==> src/rtl/lsu_tcm_arb.sv <==
// LSU/IFU front end for the DTCM and ITCM single-port SRAMs: address decode, ITCM arbitration
// with a bounded LSU streak, and the one-cycle-later response strobes and read-data steering.
module lsu_tcm_arb #(
    parameter logic [31:0] ITCM_BASE = 32'h0000_0000,
    parameter int          ITCM_AW   = 16,
    parameter logic [31:0] DTCM_BASE = 32'h8000_0000,
    parameter int          DTCM_AW   = 16,
    parameter int          LSU_WIN   = 4
) (
    input  logic                 clk,
    input  logic                 rst_n,
    input  logic                 lsu_req_valid,
    output logic                 lsu_req_ready,
    input  logic [31:0]          lsu_req_addr,
    input  logic                 lsu_req_wen,
    input  logic [31:0]          lsu_req_wdata,
    input  logic [3:0]           lsu_req_wmask,
    input  logic                 ifu_req_valid,
    output logic                 ifu_req_ready,
    input  logic [31:0]          ifu_req_addr,
    output logic                 ifu_rsp_valid,
    output logic [31:0]          ifu_rsp_data,
    output logic                 itcm_cs,
    output logic                 itcm_we,
    output logic [ITCM_AW-3:0]   itcm_addr,
    output logic [31:0]          itcm_wdata,
    output logic [3:0]           itcm_wmask,
    input  logic [31:0]          itcm_rdata,
    output logic                 dtcm_cs,
    output logic                 dtcm_we,
    output logic [DTCM_AW-3:0]   dtcm_addr,
    output logic [31:0]          dtcm_wdata,
    output logic [3:0]           dtcm_wmask,
    input  logic [31:0]          dtcm_rdata,
    output logic                 res_from_dtcm,
    output logic                 res_from_itcm,
    output logic [31:0]          data_from_dtcm,
    output logic [31:0]          data_from_itcm,
    output logic                 lsu_buserr
);

    localparam int WCW = $clog2(LSU_WIN + 1);

    // Handshake: a request transfers in the cycle where valid && ready; a master seeing
    // ready=0 keeps valid and its payload stable. Ready never depends on SRAM state.

    logic hit_d, hit_i, miss;
    logic dtcm_acc, lsu_i_req, ifu_gnt, lsu_i_gnt;
    logic [WCW-1:0] win_cnt_q, win_cnt_d;
    logic rsp_d_q, rsp_d_d, rsp_d_ld_q, rsp_d_ld_d;
    logic rsp_i_lsu_q, rsp_i_lsu_d, rsp_i_ld_q, rsp_i_ld_d;
    logic rsp_i_ifu_q, rsp_i_ifu_d, err_q, err_d;
    logic unused_addr_bits;

    assign unused_addr_bits = ^{lsu_req_addr[1:0], ifu_req_addr[31:ITCM_AW], ifu_req_addr[1:0]};

    assign hit_d     = lsu_req_addr[31:DTCM_AW] == DTCM_BASE[31:DTCM_AW];
    assign hit_i     = (lsu_req_addr[31:ITCM_AW] == ITCM_BASE[31:ITCM_AW]) && !hit_d;
    assign miss      = !hit_d && !hit_i;
    assign dtcm_acc  = lsu_req_valid && hit_d;
    assign lsu_i_req = lsu_req_valid && hit_i;

    // The IFU takes the port when the LSU is not asking, or once the LSU streak is exhausted.
    assign ifu_gnt   = ifu_req_valid && (!lsu_i_req || (win_cnt_q == WCW'(LSU_WIN)));
    assign lsu_i_gnt = lsu_i_req && !ifu_gnt;

    assign lsu_req_ready = lsu_req_valid && (hit_d || miss || lsu_i_gnt);
    assign ifu_req_ready = ifu_gnt;

    always_comb begin
        win_cnt_d = win_cnt_q;
        if (ifu_gnt || !ifu_req_valid) begin
            win_cnt_d = '0;
        end else if (lsu_i_gnt) begin
            win_cnt_d = win_cnt_q + WCW'(1);
        end
    end

    always_comb begin
        dtcm_cs    = dtcm_acc && rst_n;
        dtcm_we    = dtcm_cs && lsu_req_wen;
        dtcm_addr  = '0;
        dtcm_wdata = '0;
        dtcm_wmask = '0;
        if (dtcm_cs) begin
            dtcm_addr = lsu_req_addr[DTCM_AW-1:2];
        end
        if (dtcm_we) begin
            dtcm_wdata = lsu_req_wdata;
            dtcm_wmask = lsu_req_wmask;
        end
    end

    always_comb begin
        itcm_cs    = (lsu_i_gnt || ifu_gnt) && rst_n;
        itcm_we    = lsu_i_gnt && lsu_req_wen && rst_n;
        itcm_addr  = '0;
        itcm_wdata = '0;
        itcm_wmask = '0;
        if (rst_n && ifu_gnt) begin
            itcm_addr = ifu_req_addr[ITCM_AW-1:2];
        end else if (rst_n && lsu_i_gnt) begin
            itcm_addr = lsu_req_addr[ITCM_AW-1:2];
        end
        if (itcm_we) begin
            itcm_wdata = lsu_req_wdata;
            itcm_wmask = lsu_req_wmask;
        end
    end

    always_comb begin
        rsp_d_d     = dtcm_acc;
        rsp_d_ld_d  = dtcm_acc && !lsu_req_wen;
        rsp_i_lsu_d = lsu_i_gnt;
        rsp_i_ld_d  = lsu_i_gnt && !lsu_req_wen;
        rsp_i_ifu_d = ifu_gnt;
        err_d       = lsu_req_valid && miss;
    end

    always_ff @(posedge clk or negedge rst_n) begin
        if (!rst_n) begin
            win_cnt_q   <= '0;
            rsp_d_q     <= 1'b0;
            rsp_d_ld_q  <= 1'b0;
            rsp_i_lsu_q <= 1'b0;
            rsp_i_ld_q  <= 1'b0;
            rsp_i_ifu_q <= 1'b0;
            err_q       <= 1'b0;
        end else begin
            win_cnt_q   <= win_cnt_d;
            rsp_d_q     <= rsp_d_d;
            rsp_d_ld_q  <= rsp_d_ld_d;
            rsp_i_lsu_q <= rsp_i_lsu_d;
            rsp_i_ld_q  <= rsp_i_ld_d;
            rsp_i_ifu_q <= rsp_i_ifu_d;
            err_q       <= err_d;
        end
    end

    // Stores still strobe res_*, but their data lanes stay 0.
    assign res_from_dtcm  = rsp_d_q;
    assign res_from_itcm  = rsp_i_lsu_q;
    assign lsu_buserr     = err_q;
    assign ifu_rsp_valid  = rsp_i_ifu_q;
    assign data_from_dtcm = rsp_d_ld_q  ? dtcm_rdata : 32'h0;
    assign data_from_itcm = rsp_i_ld_q  ? itcm_rdata : 32'h0;
    assign ifu_rsp_data   = rsp_i_ifu_q ? itcm_rdata : 32'h0;

endmodule

==> config.mk <==
export PLATFORM = sky130hd
export DESIGN_NAME = lsu_tcm_arb
export DESIGN_NICKNAME = d
export VERILOG_FILES = /design/src/rtl/lsu_tcm_arb.sv
export SDC_FILE = /design/constraint.sdc
export NUM_CORES = 1
export LEC_CHECK = 0
export ABC_AREA = 1
export CAP_MARGIN = 0
export CORE_AREA = 5 5 144 146
export CTS_BUF_LIST = sky130_fd_sc_hd__clkbuf_16
export DETAILED_ROUTE_END_ITERATION = 6
export DIE_AREA = 0 0 149 151
export HOLD_SLACK_MARGIN = 0.06
export PLACE_DENSITY = 0.61
export SYNTH_ARGS = -nofsm -noshare
export SYNTH_HDL_FRONTEND = slang
export SYNTH_SLANG_ARGS = --single-unit
==> constraint.sdc <==
create_clock -name clk -period 2.7 [get_ports clk]
set_input_delay 0.405 -clock clk [delete_from_list [all_inputs] [get_ports clk]]
set_output_delay 0.405 -clock clk [all_outputs]
set_load 0.05 [all_outputs]
==> run metrics <==
FP Rows 51; Placed Area 0.007022 sq mm; WP data required 2.30 ns; Psw 0.0003264 W; post-CTS sizing 0; Total GRT Usage 0.1081; # hold bufs at CTS 0; critical path type primary input to output pin; startpoint types primary input; Reg power frac 0.146; IO Port Bufs 354; clk sinks 9; crit share post-route 0.9763; clock buffer depth 2; Switching Share 0.3439; CTS tree done; Leak 3.830 nW; Nets 977; DRC viols 0; Initial Util 0.1117; post-CTS setup buffers 0; vias in the first global route approximately 3700; worst-margin pin slew 0.5814 ns; Post-Syn Area 0.002153 sq mm; Ant. Diodes 0; first-pass GRT wire length 19.55 mm; CP arrival 2.23 ns; Root Buffer clkbuf_16; Die Width 149 microns; Gate Count Post-Synth ~450; P_int 0.0006227 W; Syn Area/Cell around 4.8 sq um; VDD IR max 0.1344 mV; FILL cells 2022; GR Overflow Total 0; Post-Layout Cell Count 1070; YS warnings 0; maximum fanout along the worst path 37; largest net degree at the start of global routing 38; vias post-DR 3785; Final ANT Viol Nets 0; gp weighted congestion 0.7709; area grow syn2layout 235.6%; sequential fraction of the synthesis area 0.1046; DP Wirelength 12.25 mm; Final Setup Violations 0; post-route design area 0.007227 sq mm; CP max stage delay 0.40 ns; layout cells sized above 1 0.2758; maxcap violations 0; cell mode on critical path buf_12; Fin Hold WS between 0.4 and 0.5 ns; Vias/cell 3.537; setup slack after layout 0.06402 ns; critical-path cell list clkdlybuf4s50_1 > nor2_1 > nand2_1 > nor2_4 > buf_4 > nand3_2 > a21oi_4 > nand3_4 > buf_12 > nor2_2 > buf_12; initial antenna violation count 0; Hold Vio Cnt, Final 0; Max Fclk 0.3794 GHz; CP max-delay cell clkdlybuf4s50_1; slew margin rel. 0.6112; die area ~0.022 sq mm; Yosys reg bits 9; clk slew on worst S/H paths 0.04 ns; Post-Syn Nets 624; Slew Limit Fails 0; status finished clean; drt total wl 13.61 mm; die height 151 microns; dpl ws between 0.015 and 0.02 ns; post-synthesis cell type count 24; combinational share of power 0.593; Routed WL per cell 12.72 microns; drt pass-1 iters 4; CP endpoint kind output pin; H-tree depth 1; Tmin final 2.636 ns; unrepaired setup endpoints after global routing true; worst clock skew slightly above 0.0005 ns; PwrDens 131.3 mW/mm^2; HP Class flip-flop to flip-flop; placed insts 1066; clock power share 0.261; Worst-Skew Late Latency between 0.2 and 0.25 ns; Initial DRC Count 89; TritonCTS buffer count 3; Ports 375; core area roughly 0.019 sq mm
[power groups by stage]
stage | Clock, W | Combinational [W] | Sequential, W
after floorplan | 0 | 0.000201 | 0.000146
after global placement | 0 | 0.000556 | 0.000140
after detailed placement | 0 | 0.000559 | 0.000140
after CTS | 0.000251 | 0.000560 | 0.000138
after global routing | 0.000259 | 0.000594 | 0.000138
final | 0.000248 | 0.000563 | 0.000138
[cell type report]
type,count,area (sq um),share of cell area
flip-flops and latches,9,225.2,0.03116
inverters,156,585.6,0.08102
clock inverters,1,3.754,0.0005194
multi-input cells,265,1333,0.1844
repair buffers,371,4673,0.6466
clock buffers,3,75.07,0.01039
well taps,265,331.6,0.04588
[worst max-delay path, delay by kind of cell]
family | cells | cell delay, ns
buffers and inverters | 4 | 0.90
and+or+nand+nor | 6 | 0.72
AOI/OAI and AO/OA | 1 | 0.19
[synthesized netlist by cell type]
cell type	number	area share
inv_1	155	0.27
nand2_1	118	0.21
nor2_1	72	0.13
nor2_2	32	0.093
clkbuf_1	15	0.026
nand3_1	15	0.035
nand4_1	15	0.044
dfrtp_1	9	0.10
buf_6	6	0.031
ha_1	2	0.012
a211oi_1	1	0.0035
a21boi_0	1	0.0035
a21oi_1	1	0.0023
a21oi_4	1	0.0076
buf_1	1	0.0017
buf_2	1	0.0023
inv_2	1	0.0017
nand2_2	1	0.0029
nand2_4	1	0.0052
nand3_2	1	0.0046
nand3_4	1	0.0081
nand3b_1	1	0.0035
nor3_1	1	0.0023
xnor2_1	1	0.0041
[registers in the layout, summed over array words and instances, names as in the netlist]
name	count
res_from_itcm	1
res_from_dtcm	1
ifu_rsp_valid	1
lsu_buserr	1
win_cnt_q	3
rsp_i_ld_q	1
rsp_d_ld_q	1
[cell usage in the layout, fill, tap and decap left out]
cell / instances
nand3b_1: 1
a211oi_1: 1
buf_4: 49
a21oi_4: 1
buf_6: 1
inv_2: 1
nand2_2: 1
a21boi_0: 1
nand3_2: 1
a21oi_1: 1
ha_1: 2
nor2_2: 42
nand2_4: 1
nand4_1: 15
nor2_1: 49
inv_1: 156
xnor2_1: 1
nand2_1: 118
buf_12: 108
nand3_1: 15
nor2_4: 13
nand3_4: 1
dfrtp_1: 9
clkdlybuf4s50_1: 213
nor3_1: 1
clkbuf_16: 3
[metrics by stage]
step	total power [W]	util	setup TNS (ns)
finish	0.0009491	0.3750	0
global route	0.0009920	0.3750	-1.382
CTS	0.0009501	0.3685	0
detailed placement	0.0006987	0.3644	0
global placement	0.0006962	0.3644	0
floorplan	0.0003463	-	0
[metal layers]
layer,share of wire,global-route usage,wire (microns)
met1,0.33,0.1100,4551
met2,0.54,0.2125,7359
met3,0.11,0.03621,1468
met4,0.017,0.02380,229
met5,0,0,0
[final timing paths]
check / startpoint / endpoint / slack, ns / depth (start not counted)
min in group asynchronous: rst_n / rsp_d_ld_q / 0.60 / 2
worst max register to register: win_cnt_q[0] / res_from_itcm / 1.38 / 6
worst min-delay path: win_cnt_q[0] / win_cnt_q[0] / 0.46 / 1
worst min register to register: win_cnt_q[0] / win_cnt_q[0] / 0.46 / 1
worst max-delay path: lsu_req_addr[23] / itcm_wdata[27] / 0.06 / 11
max in group asynchronous: rst_n / win_cnt_q[0] / 1.96 / 2
[kinds of logic after synthesis]
family	after synthesis	synth area share
buffers and inverters	179	0.3335
flip-flops	9	0.1046
AND/OR/NAND/NOR	258	0.5293
adder cells (fa/ha/maj)	2	0.01162
XOR/XNOR	1	0.004068
AO/OA/AOI/OAI	4	0.01685
No activity file was read; power rests on OpenSTA's default activity.
